<file path="src/rtl/pipeline_ctrl.sv">
// pipeline_ctrl
// Hazard and sequencing controller for the 16-bit five-stage MISC-V pipeline.
// It drives the write enables and flushes of the IF/ID, ID/EX, EX/MEM and
// MEM/WB pipeline registers and the PC write enable. It resolves load-use
// hazards, taken-branch flushes, memory wait states and a debug halt/drain
// request. Only control state lives here: the FSM, its counters and status bits.
//
// Optional feature macro: PIPE_CTRL_PERF_EN
//   When it is defined, saturating 16-bit stall/flush performance counters are
//   built. When it is undefined, stall_cnt and flush_cnt are tied to zero.
//
// Ports
//   clk, reset               clock; synchronous active-high reset
//   id_rs1/id_rs2            source indices of the instruction in ID
//   id_uses_rs1/id_uses_rs2  the ID instruction reads that source
//   ex_rd, ex_is_load        destination and load flag of the EX instruction
//   ex_branch_taken          EX resolved a taken branch or jump
//   mem_req, mem_ready       MEM access pending / completes this cycle
//   halt_req                 level request to drain and halt
//   pc_we .. mem_wb_we       register write enables
//   if_id_flush/id_ex_flush  load a NOP (zeros) when the matching we is also 1
//   halted                   pipeline drained and frozen
//   mem_err                  sticky memory-timeout flag
//   stall_cnt, flush_cnt     performance counters

module pipeline_ctrl #(
    parameter int REG_AW       = 4,
    parameter int DRAIN_CYCLES = 4,
    parameter int MEM_TIMEOUT  = 64
) (
    input  logic              clk,
    input  logic              reset,
    input  logic [REG_AW-1:0] id_rs1,
    input  logic [REG_AW-1:0] id_rs2,
    input  logic              id_uses_rs1,
    input  logic              id_uses_rs2,
    input  logic [REG_AW-1:0] ex_rd,
    input  logic              ex_is_load,
    input  logic              ex_branch_taken,
    input  logic              mem_req,
    input  logic              mem_ready,
    input  logic              halt_req,
    output logic              pc_we,
    output logic              if_id_we,
    output logic              id_ex_we,
    output logic              ex_mem_we,
    output logic              mem_wb_we,
    output logic              if_id_flush,
    output logic              id_ex_flush,
    output logic              halted,
    output logic              mem_err,
    output logic [15:0]       stall_cnt,
    output logic [15:0]       flush_cnt
);

    typedef enum logic [1:0] {
        ST_RUN,
        ST_MEM_WAIT,
        ST_DRAIN,
        ST_HALTED
    } state_t;

    localparam int DW = $clog2(DRAIN_CYCLES + 1);
    localparam int WW = $clog2(MEM_TIMEOUT + 1);

    state_t        state_q, state_d;
    state_t        ret_q, ret_d;
    state_t        act_state;
    logic [DW-1:0] drain_q, drain_d;
    logic [WW-1:0] wait_q, wait_d;
    logic          mem_err_q, mem_err_d;

    logic freeze;
    logic load_use;
    logic rs1_hit;
    logic rs2_hit;

    // Hazard detection. A load into x0 never creates a dependency.
    always_comb begin
        freeze   = mem_req & ~mem_ready;
        rs1_hit  = id_uses_rs1 & (id_rs1 == ex_rd);
        rs2_hit  = id_uses_rs2 & (id_rs2 == ex_rd);
        load_use = ex_is_load & (ex_rd != '0) & (rs1_hit | rs2_hit);
    end

    // Next state and enables. While waiting on memory, an unfrozen cycle
    // follows the rules of the state that was interrupted (act_state), so the
    // ready cycle already advances the pipeline and the FSM returns afterwards.
    always_comb begin
        state_d     = state_q;
        ret_d       = ret_q;
        drain_d     = drain_q;
        wait_d      = wait_q;
        mem_err_d   = mem_err_q;
        pc_we       = 1'b0;
        if_id_we    = 1'b0;
        id_ex_we    = 1'b0;
        ex_mem_we   = 1'b0;
        mem_wb_we   = 1'b0;
        if_id_flush = 1'b0;
        id_ex_flush = 1'b0;
        act_state   = (state_q == ST_MEM_WAIT) ? ret_q : state_q;

        if (reset) begin
            state_d   = ST_RUN;
            ret_d     = ST_RUN;
            drain_d   = '0;
            wait_d    = '0;
            mem_err_d = 1'b0;
        end else if (state_q == ST_HALTED) begin
            // Frozen; memory stalls are irrelevant here.
            if (!halt_req) begin
                state_d = ST_RUN;
            end
        end else if (freeze) begin
            if (state_q == ST_MEM_WAIT) begin
                if (wait_q < WW'(MEM_TIMEOUT)) begin
                    wait_d = wait_q + WW'(1);
                end
                if (wait_q >= WW'(MEM_TIMEOUT - 1)) begin
                    mem_err_d = 1'b1;
                end
            end else begin
                state_d = ST_MEM_WAIT;
                ret_d   = state_q;
                wait_d  = '0;
            end
        end else begin
            state_d = act_state;

            if (ex_branch_taken) begin
                pc_we       = 1'b1;
                if_id_we    = 1'b1;
                id_ex_we    = 1'b1;
                ex_mem_we   = 1'b1;
                mem_wb_we   = 1'b1;
                if_id_flush = 1'b1;
                id_ex_flush = 1'b1;
            end else if (load_use) begin
                id_ex_we    = 1'b1;
                id_ex_flush = 1'b1;
                ex_mem_we   = 1'b1;
                mem_wb_we   = 1'b1;
            end else begin
                pc_we       = 1'b1;
                if_id_we    = 1'b1;
                id_ex_we    = 1'b1;
                ex_mem_we   = 1'b1;
                mem_wb_we   = 1'b1;
            end

            if (act_state == ST_RUN) begin
                if (halt_req) begin
                    state_d = ST_DRAIN;
                    drain_d = '0;
                end
            end else begin
                // Draining: stop fetching and feed NOPs into IF/ID so the
                // instructions already in flight retire.
                if_id_we    = 1'b1;
                if_id_flush = 1'b1;
                pc_we       = ex_branch_taken;

                if (ex_branch_taken) begin
                    drain_d = '0;
                end else if (!load_use) begin
                    drain_d = drain_q + DW'(1);
                end

                if (!halt_req) begin
                    state_d = ST_RUN;
                    drain_d = '0;
                end else if (!ex_branch_taken && !load_use &&
                             (drain_q == DW'(DRAIN_CYCLES - 1))) begin
                    state_d = ST_HALTED;
                end
            end
        end
    end

    // State register; reset is folded into the next-state logic above.
    always_ff @(posedge clk) begin
        state_q   <= state_d;
        ret_q     <= ret_d;
        drain_q   <= drain_d;
        wait_q    <= wait_d;
        mem_err_q <= mem_err_d;
    end

    assign halted  = (state_q == ST_HALTED) & ~reset;
    assign mem_err = mem_err_q;

`ifdef PIPE_CTRL_PERF_EN
    logic [15:0] stall_cnt_q, stall_cnt_d;
    logic [15:0] flush_cnt_q, flush_cnt_d;
    logic        stall_ev;
    logic        flush_ev;

    // A stall is counted only when one is actually applied: a branch in the
    // same cycle overrides load-use, and a halted pipeline does not stall.
    always_comb begin
        stall_ev    = ~reset & (state_q != ST_HALTED) &
                      (freeze | (load_use & ~ex_branch_taken));
        flush_ev    = ~reset & (state_q != ST_HALTED) & ~freeze & ex_branch_taken;
        stall_cnt_d = stall_cnt_q;
        flush_cnt_d = flush_cnt_q;
        if (reset) begin
            stall_cnt_d = '0;
            flush_cnt_d = '0;
        end else begin
            if (stall_ev && (stall_cnt_q != 16'hFFFF)) begin
                stall_cnt_d = stall_cnt_q + 16'd1;
            end
            if (flush_ev && (flush_cnt_q != 16'hFFFF)) begin
                flush_cnt_d = flush_cnt_q + 16'd1;
            end
        end
    end

    always_ff @(posedge clk) begin
        stall_cnt_q <= stall_cnt_d;
        flush_cnt_q <= flush_cnt_d;
    end

    assign stall_cnt = reset ? 16'd0 : stall_cnt_q;
    assign flush_cnt = reset ? 16'd0 : flush_cnt_q;
`else
    assign stall_cnt = 16'd0;
    assign flush_cnt = 16'd0;
`endif

endmodule

</file>
<file path="config.mk">
export PLATFORM = sky130hd
export DESIGN_NAME = pipeline_ctrl
export DESIGN_NICKNAME = d
export VERILOG_FILES = /design/src/rtl/pipeline_ctrl.sv
export SDC_FILE = /design/constraint.sdc
export NUM_CORES = 1
export LEC_CHECK = 0
export CAP_MARGIN = 20
export CORE_AREA = 2 2 61 63
export DETAILED_ROUTE_END_ITERATION = 12
export DIE_AREA = 0 0 63 65
export GPL_TIMING_DRIVEN = 0
export MAX_ROUTING_LAYER = met4
export PLACE_DENSITY = 0.84
export SETUP_SLACK_MARGIN = 0.05
export SLEW_MARGIN = 20
export SYNTH_ARGS = -nofsm -noshare
export SYNTH_HDL_FRONTEND = slang
export SYNTH_SLANG_ARGS = --single-unit
</file>
<file path="constraint.sdc">
create_clock -name clk -period 2.98 [get_ports clk]
set_input_delay 0.894 -clock clk [delete_from_list [all_inputs] [get_ports clk]]
set_output_delay 0.894 -clock clk [all_outputs]
set_load 0.01 [all_outputs]
</file>
==> results of run 1 <==
[per-layer routing]
| metal | global-route usage (%) | vias to the layer above |
|---|---|---|
| met1 | 15.4 | 556 |
| met2 | 26.5 | 56 |
| met3 | 3.47 | 2 |
| li1 | - | 634 |
| met4 | 2.50 | 0 |
| met5 | - | - |
[synthesized netlist by cell type, types with 2 or more instances]
cell and instances:
sky130_fd_sc_hd__nor3_1 4, sky130_fd_sc_hd__nand2b_1 3, sky130_fd_sc_hd__nand3_1 4, sky130_fd_sc_hd__xor2_1 10, sky130_fd_sc_hd__a21oi_1 7, sky130_fd_sc_hd__nor4_1 2, sky130_fd_sc_hd__nor2b_1 2, sky130_fd_sc_hd__inv_1 6
sky130_fd_sc_hd__o21ai_0 4, sky130_fd_sc_hd__ha_1 3, sky130_fd_sc_hd__o311ai_0 2, sky130_fd_sc_hd__xnor2_1 2, sky130_fd_sc_hd__nor2_1 12, sky130_fd_sc_hd__nand4_1 7, sky130_fd_sc_hd__nand2_1 10, sky130_fd_sc_hd__buf_4 34
sky130_fd_sc_hd__clkbuf_1 4, sky130_fd_sc_hd__dfxtp_1 15, sky130_fd_sc_hd__nand3b_1 5, sky130_fd_sc_hd__o211ai_1 2
[cell type report]
| type | instances | area [sq um] |
|---|---|---|
| fill | 318 | 1650 |
| multi-input combinational | 127 | 787 |
| timing repair buffer | 44 | 373 |
| sequential | 15 | 300 |
| buffer | 38 | 275 |
| tap | 48 | 60.1 |
| clock buffer | 3 | 22.5 |
| inverter | 6 | 22.5 |
| clock inverter | 1 | 5.00 |
[power by group]
group	leakage (nW)	internal, W	switching [W]
clock	0.0177	0.0000499	0.0000702
sequential	0.121	0.000202	0.00000109
combinational	0.754	0.0000878	0.0000745
[cell families (layout without fill, tap and decap cells)]
group,Yosys count,after routing,share of synthesized area (%)
compound gates,24,24,13.6
other cells,1,32,0.311
simple gates,56,56,25.0
xor+xnor,12,12,8.72
fa+ha+maj,3,3,3.12
flops,15,15,24.9
buf+inv,44,92,24.3
[flip-flops by register name, indices dropped and copies added, names as in the netlist]
signal and count:
mem_err 1, state_q 2, drain_q 3, ret_q 2
wait_q 7
[how the worst max path moves through the flow]
stage	start	to	slack, ns	cells past startpoint
final	ex_rd[2]	pc_we	-0.30	6
after global routing	ex_rd[2]	pc_we	-0.33	6
after CTS	ex_rd[1]	pc_we	-0.34	6
after detailed placement	ex_rd[2]	pc_we	-1.15	6
after global placement	ex_rd[2]	pc_we	-1.13	6
after floorplan	ex_rd[2]	pc_we	-0.08	4
[what timing repair did]
| action | in CTS | in global routing |
|---|---|---|
| pin swaps | 15 | 7 |
| buffers inserted | 13 | 2 |
| gates resized for setup | 65 | 13 |
| endpoints found under the setup margin | 8 | 5 |
[critical path: stages]
cell                      delay, ns
sky130_fd_sc_hd__buf_8         0.10
sky130_fd_sc_hd__o41a_1        0.45
sky130_fd_sc_hd__and4_4        0.17
sky130_fd_sc_hd__or4_4         0.52
sky130_fd_sc_hd__a21oi_4       0.14
sky130_fd_sc_hd__buf_6         0.11
[stage by stage]
step           hold WS, ns  utilization [%]  cells
2_1_floorplan        0.435                -    186
6_report             0.473             52.8    282
3_3_place_gp         0.453             48.2    263
5_1_grt              0.513             52.8    282
3_5_place_dp         0.461             48.2    263
4_1_cts              0.475             51.7    280
==> summary.md, run 1 <==
The count of max-cap constraint violations came out at 0. The first global-routing pass estimated 4.62 mm of wire. The final reports fail on negative setup slack. For this block, wires on met1 add up to 1.17 mm.

The logs give -1.15 ns for the setup slack after placement and 38 for the DRC violation total after the first TritonRoute iteration. Part of the cycle the worst path needs: 110%. VDD sags by at most 0.152 mV.

The path class of the tightest hold or removal check is flop to flop. For this run, the number of Yosys warnings is 0. The max-slew headroom at the worst pin was 50.7%. The number of hold violations in the final report came out at 0. The placed wire-length estimate was 2.01 mm; the minimum setup slack among reg-to-reg paths was 1.12 ns.

The worst hold path passes through 2 cells. For this configuration, the core starts out at a cell density of 34.5%. Of all flip-flops after synthesis, the portion carrying an async set or reset was 0%. Clock tree synthesis inserted a total of 3 buffers.

For this run, the top clock speed supported by timing is 305 MHz. The run gives 155 as the number of standard cells after synthesis. In the post-synthesis netlist, the biggest area contributors are sky130_fd_sc_hd__dfxtp_1, sky130_fd_sc_hd__buf_4, sky130_fd_sc_hd__xor2_1, sky130_fd_sc_hd__nor2_1, sky130_fd_sc_hd__nand4_1.

Routed signal wires occupy layers up through met4. TritonCTS built the clock tree. The region available for standard cell placement spans 3500 sq um.

The x dimension of the die was 63 um; the number of input and output port buffers inserted was 29. The path with the worst hold slack has its endpoint at ret_q[0]$_SDFFE_PP0P_. Cells with a size suffix above 1 make up 33.8% of the layout. CTS root buffer: sky130_fd_sc_hd__clkbuf_4. STA puts the critical path data required time at 2.09 ns.

For this run, the post-layout net count is 259. After detailed routing, the number of vias per cell comes to 4.43. The count of distinct cell types in the synthesized netlist was 37. The length of the first detailed-routing pass in iterations is 4, and the CTS clock-pin slew for the worst setup and hold paths is 0.09 ns.

The startpoint identified for the worst hold timing path is ret_q[0]$_SDFFE_PP0P_. Setup repair after global routing could not meet its margin everywhere. The via count of the first global-routing pass was 1136; the routed length per instance was 9.98 um. The largest total area in the synthesized netlist belongs to sky130_fd_sc_hd__dfxtp_1. In the layout the commonest cells are sky130_fd_sc_hd__buf_4, sky130_fd_sc_hd__conb_1, sky130_fd_sc_hd__dfxtp_1, sky130_fd_sc_hd__nor2_1. The area of the mapped netlist is 1200 sq um. The tools report the endpoint class of the critical path as an output port. Along the worst path, the maximum fanout reaches 3. Summing all non-filler instances in the final layout gives an area of 1850 sq um. The count of nets left with antenna violations once routing finished came out at 0. The length in cells of the worst reg-to-reg path is 8, and the all-layer global routing usage is 14.2%. The worst path needs 3.28 ns of the cycle, external delays included. The final worst-path setup slack was -0.298 ns. The run finished, with violations left.

For the detailed-route wire length, the log shows 2.81 mm. The most used flip-flop cell after synthesis is sky130_fd_sc_hd__dfxtp_1. Last weighted congestion value of the routability-driven placer: 0.887. For this design the top-level I/O count stands at 62. Setup violations remaining at the end of the flow were counted as 2. The tools report the clock skew after layout as 0.00882 ns. Entering global routing, the biggest net connects 11 pins. In this run the static leakage power is 0.893 nW. Total power for the finished layout comes to 0.000485 W. The number of antenna diodes in the final layout is 0. The critical path is of the primary input to output port type. The portion of synthesized cell area occupied by the leading cell type works out to 24.9%. In this run, synthesis inferred 0 flip-flops with an integrated enable. The tools report the placed standard-cell area as 1690 sq um. The floorplan step defined a die boundary enclosing 4100 sq um. For the routed wire length on met2, the log shows 1.40 mm.

Data on the critical path arrives at its endpoint at 2.38 ns. The number of design rule violations left after detail routing was 0. The library cell used most frequently in the layout, excluding fill and tap cells, is sky130_fd_sc_hd__buf_4.

For the total number of H-tree levels, the log shows 1. The logs give 0 for the number of antenna violations at the first check in global routing and 15 for the number of sinks driven by the clock tree. The reg-to-reg startpoint is state_q[1]$_SDFFE_PP0P_. The area growth from synthesis to layout is 53.2%, and the power density of the placed cells is 263 nW/um^2. The logs give 0 for the cts-stage hold buffer count and 24.9% for the register area share after synthesis. The max-slew violation count was 0.

The average cell area after synthesis came out at 7.77 sq um. For the worst-skew pair, the clock arrives at the later sink with an insertion delay of 0.29 ns. Wire segments on met3 add up to 230 um in the final route. The run gives 1248 as the number of vias in the routed layout. The final setup TNS was -0.415 ns; the clock tree buffer depth was 2.

In this run the core area contains 22 standard-cell rows. The synthesized design contains 15 register bits. The transition time at the pin with the least slew margin was 0.730 ns. The tools report the endpoint of the worst-slack reg-to-reg timing path as drain_q[2]$_SDFFE_PP0P_.

The startpoint type of the worst setup path is a primary input. The die is 65 um tall. After global routing the overflow that remains totals 0.
Power figures use the tool's default switching activity.
==> run 2, diff against run 1 <==
- CTS_CLUSTER_SIZE: unset -> 24
==> results of run 2 <==
The final DEF is identical to that of run 1; final timing and power are the same.
==> RTL change 1, RTL diff (config.mk and constraints of run 1) <==
Set the parameter `MEM_TIMEOUT` to 128 (it was 64).
--- a/src/rtl/pipeline_ctrl.sv
+++ b/src/rtl/pipeline_ctrl.sv
@@ -27,5 +27,5 @@
     parameter int REG_AW       = 4,
     parameter int DRAIN_CYCLES = 4,
-    parameter int MEM_TIMEOUT  = 64
+    parameter int MEM_TIMEOUT  = 128
 ) (
     input  logic              clk,
Formal check against the unedited RTL: same outputs for any inputs over 10 cycles, from zero or initial values and one cycle with reset high; that may be too few to reach the edited logic, so the function may still have changed.
==> RTL change 1 against run 1 <==
- the flow still finishes with violations (negative setup slack)
- worst setup slack better by 0.29 ns
- sequential cell count increased by 1
- final area down 6.2%
- clock power up 17%
- non-clock buffer count fell by 12
- first-iteration DRC count shrank 50%
- power grew 3.1%
- area after synthesis grew 0.42%
- routed wire length decreased by 14%
- clock skew down 0.0047 ns
- largest power group unchanged
==> RTL change 1: results (changes against run 1) <==
- LEAKAGE: 0.8383 nW (-6.1%)
- FF-to-FF setup slack: 1.35 ns (+0.23 ns)
- Post-synth cell types: 40 (+8.1%)
- Worst Reg-to-Reg Cells: 6 (-2)
- Met3 WL: 130 um (-43%)
- Register area share after synthesis: 26.47% (+1.6 points)
- Setup Viol. Count Final: 1 (-1)
- Setup Skew: 0.004163 ns (-0.004657 ns)
- Layout Nets: 242 (-6.6%)
- Highest ir drop seen on vdd: 0.2175 mV (+43%)
- RR Startpoint: state_q[0]$_SDFFE_PP0P_
- Largest regs: wait_q: 8 flops, drain_q: 3 flops
- Minimum hold slack: 0.4821 ns (+0.009317 ns)
- Setup Buffers After CTS: 2 (-11)
- Vias/cell: 4.079 (-7.8%)
- Xor/xnor share of the synthesized area: 9.411% (+0.69 points)
- Inst Count DP: 257 (-2.3%)
- Total GRT Usage: 12.33% (-1.9 points)
- Post-cts repair resize count: 59 (-9.2%)
- Synth cell count leaders: buf_4, nor2_1, dfxtp_1, xor2_1, a21oi_1
- Drt wl/cell: 9.143 um (-8.4%)
- Hold path startpoint: drain_q[1]$_SDFFE_PP0P_
- Violated checks: negative setup slack
- Final wirelength: 2423 um (-14%)
- Met2 WL: 1317 um (-5.7%)
- Metal-1 WL: 962 um (-18%)
- Dpl hpwl: 1936 um (-3.6%)
- CP top delay family: buffers and inverters
- Vias in the first global route: 924 (-19%)
- Setup TNS: -0.01248 ns (+0.4026 ns)
- Placement Setup Slack: -0.8045 ns (+0.3442 ns)
- GR Layer Usage met1: 12.34% (-3.1 points)
- Crit Path Max Fanout: 4 (+1)
- Yosys top cell area share: 26.47% (+1.6 points)
- 1st-iter DRT viols: 19 (-50%)
- M3 GR Usage: 4.167% (+0.69 points)
- Status: complete, but fails checks
- Layout cells sized above 1: 32.72% (-1.0 points)
- Slowest-stage cell, CP: dlygate4sd2_1
- WHS Endpoint: drain_q[1]$_SDFFE_PP0P_
- Worst EP arrival: 2.10 ns (-0.28 ns)
- Met2 usage: 22.87% (-3.6 points)
- Design Area, Final: 1732 um^2 (-6.2%)
- Fill cells: 345 (+8.5%)
- First-pass GRT wire length: 3905 um (-15%)
- Mux contribution to synthesized area: 0.8273% (+0.83 points)
- Max H-tree Level: 1 (unchanged)
- Post-Synth Adder-Cell Area: 3.102% (-0.013 points)
- Synthesized instance count: 149 (-3.9%)
- Crit-path max cell delay: 0.30 ns (-0.22 ns)
- Final worst setup slack: -0.01248 ns (+0.2856 ns)
- Synth area leaders: dfxtp_1, buf_4, xor2_1
- Synth Area in Compound Gates: 12.72% (-0.88 points)
-- RTL change 1: cell types whose count changed after synthesis, sizes merged, moves of 3 or more --
cell | before | now
nand2 | 10 | 6
nand3b | 5 | 0
nand4 | 7 | 4
nor2 | 12 | 20
-- RTL change 1: worst max-delay path by stage --
stage / from / end
after floorplan: ex_rd[1] / pc_we
after global placement: ex_rd[0] / pc_we
after detailed placement: ex_rd[1] / pc_we
after CTS: id_rs2[1] / pc_we
after global routing: ex_rd[3] / pc_we
final: ex_rd[2] / pc_we
-- RTL change 1: cell type report --
class                   instances  area share [%]
multi-input cells             122           43.06
flip-flops and latches         16           18.50
plain buffers                  37           16.04
repair buffers                 33           15.61
well taps                      48           3.468
clock buffers                   4           2.095
inverters                       5           1.228
-- RTL change 1: power breakdown --
| part | switching [mW] | internal [mW] |
|---|---|---|
| clock | 0.0654 | 0.0744 |
| sequential | 0.00199 | 0.215 |
| combinational | 0.0668 | 0.0764 |
| total | 0.134 | 0.366 |
==> RTL change 2, RTL diff (flow settings as in run 1) <==
Made on the original files. Encoding of `state_t`: now one-hot (4 bits for 4 states).
--- a/src/rtl/pipeline_ctrl.sv
+++ b/src/rtl/pipeline_ctrl.sv
@@ -54,9 +54,9 @@
 );
 
-    typedef enum logic [1:0] {
-        ST_RUN,
-        ST_MEM_WAIT,
-        ST_DRAIN,
-        ST_HALTED
+    typedef enum logic [3:0] {
+        ST_RUN      = 4'b0001,
+        ST_MEM_WAIT = 4'b0010,
+        ST_DRAIN    = 4'b0100,
+        ST_HALTED   = 4'b1000
     } state_t;
 
Formal check against the unedited RTL: no difference found for any inputs over 10 cycles, from zero or initial values and one cycle with reset high; not proved beyond that.
==> RTL change 2 against run 1 <==
- critical path depth up 3
- worst setup slack gained 0.30 ns
- highest routed layer unchanged
- final area rose by 4.7%
- count of clock-buffer cells in the layout did not move
- area after synthesis grew 18%
- sequential cell count increased by 4
- non-clock buffer count is 9 lower
- largest cell class unchanged
- largest power group unchanged
- global-route usage rose by 0.19 points
- routed wire length rose by 3.2%
- final cell count rose by 3.2%
- power up 17%
==> RTL change 2: results (changes against run 1) <==
- First-pass GRT wire length: 4685 um (+1.5%)
- Met2 usage: 27.79% (+1.3 points)
- Register area: 380.4 um^2 (+27%)
- Non-Clock Buffer Area Fraction: 28.89% (-6.2 points)
- Worst EP arrival: 2.08 ns (-0.30 ns)
- Post-Synth Adder-Cell Area: 2.639% (-0.48 points)
- Setup TNS: 0 ns (+0.4151 ns)
- Met3 WL: 114 um (-50%)
- Layout cells sized above 1: 32.92% (-0.84 points)
- Layout Nets: 268 (+3.5%)
- Multi-In Gates: 143 (+13%)
- Largest net degree at the start of global routing: 12 (+1)
- Dpl hpwl: 2308 um (+15%)
- Power Combinational: 177 uW (+9%)
- Footprint of the multi-input gates: 885.9 um^2 (+13%)
- Pint: 397.4 uW (+17%)
- Psw: 171.2 uW (+17%)
- 1st-iter DRT viols: 49 (+29%)
- Clock-cell share: 1.425% (-0.067 points)
- Relative slew slack: 62.55% (+12 points)
- Slowest-stage cell, CP: a21oi_4
- Xor/xnor share of the synthesized area: 7.388% (-1.3 points)
- LEAKAGE: 0.9179 nW (+2.8%)
- Synth cell count leaders: buf_4, nor2_1, dfxtp_1, nand2_1, xor2_1
- Status: finished, final reports clean
- Post-synth cell types: 45 (+22%)
[RTL change 2: worst paths after layout]
check,from,endpoint,slack (ns),cells after the start
worst max-delay path,ex_rd[3],id_ex_flush,0.003,9
worst min-delay path,ret_q[1]$_SDFFE_PP0P_,ret_q[1]$_SDFFE_PP0P_,0.47,2
worst max register to register,state_q[3]$_SDFFE_PP0P_,drain_q[1]$_SDFFE_PP0P_,1.07,8
worst min register to register,ret_q[1]$_SDFFE_PP0P_,ret_q[1]$_SDFFE_PP0P_,0.47,2
[RTL change 2: stage by stage]
stage               setup WS, ns  hold slack [ns]
floorplan                 0.2033           0.4363
global placement         -0.8947           0.4536
detailed placement       -0.9200           0.4603
CTS                    0.0007430           0.4758
global route            -0.03925           0.5094
finish                  0.003306           0.4737
[RTL change 2: worst register-to-register path: stages, from the launching register on]
cell	delay, ns
dfxtp_1	0.32
buf_6	0.13
nor4b_4	0.13
or3_4	0.38
clkinv_4	0.07
buf_4	0.10
nand2_2	0.06
or4b_4	0.50
o22ai_1	0.15
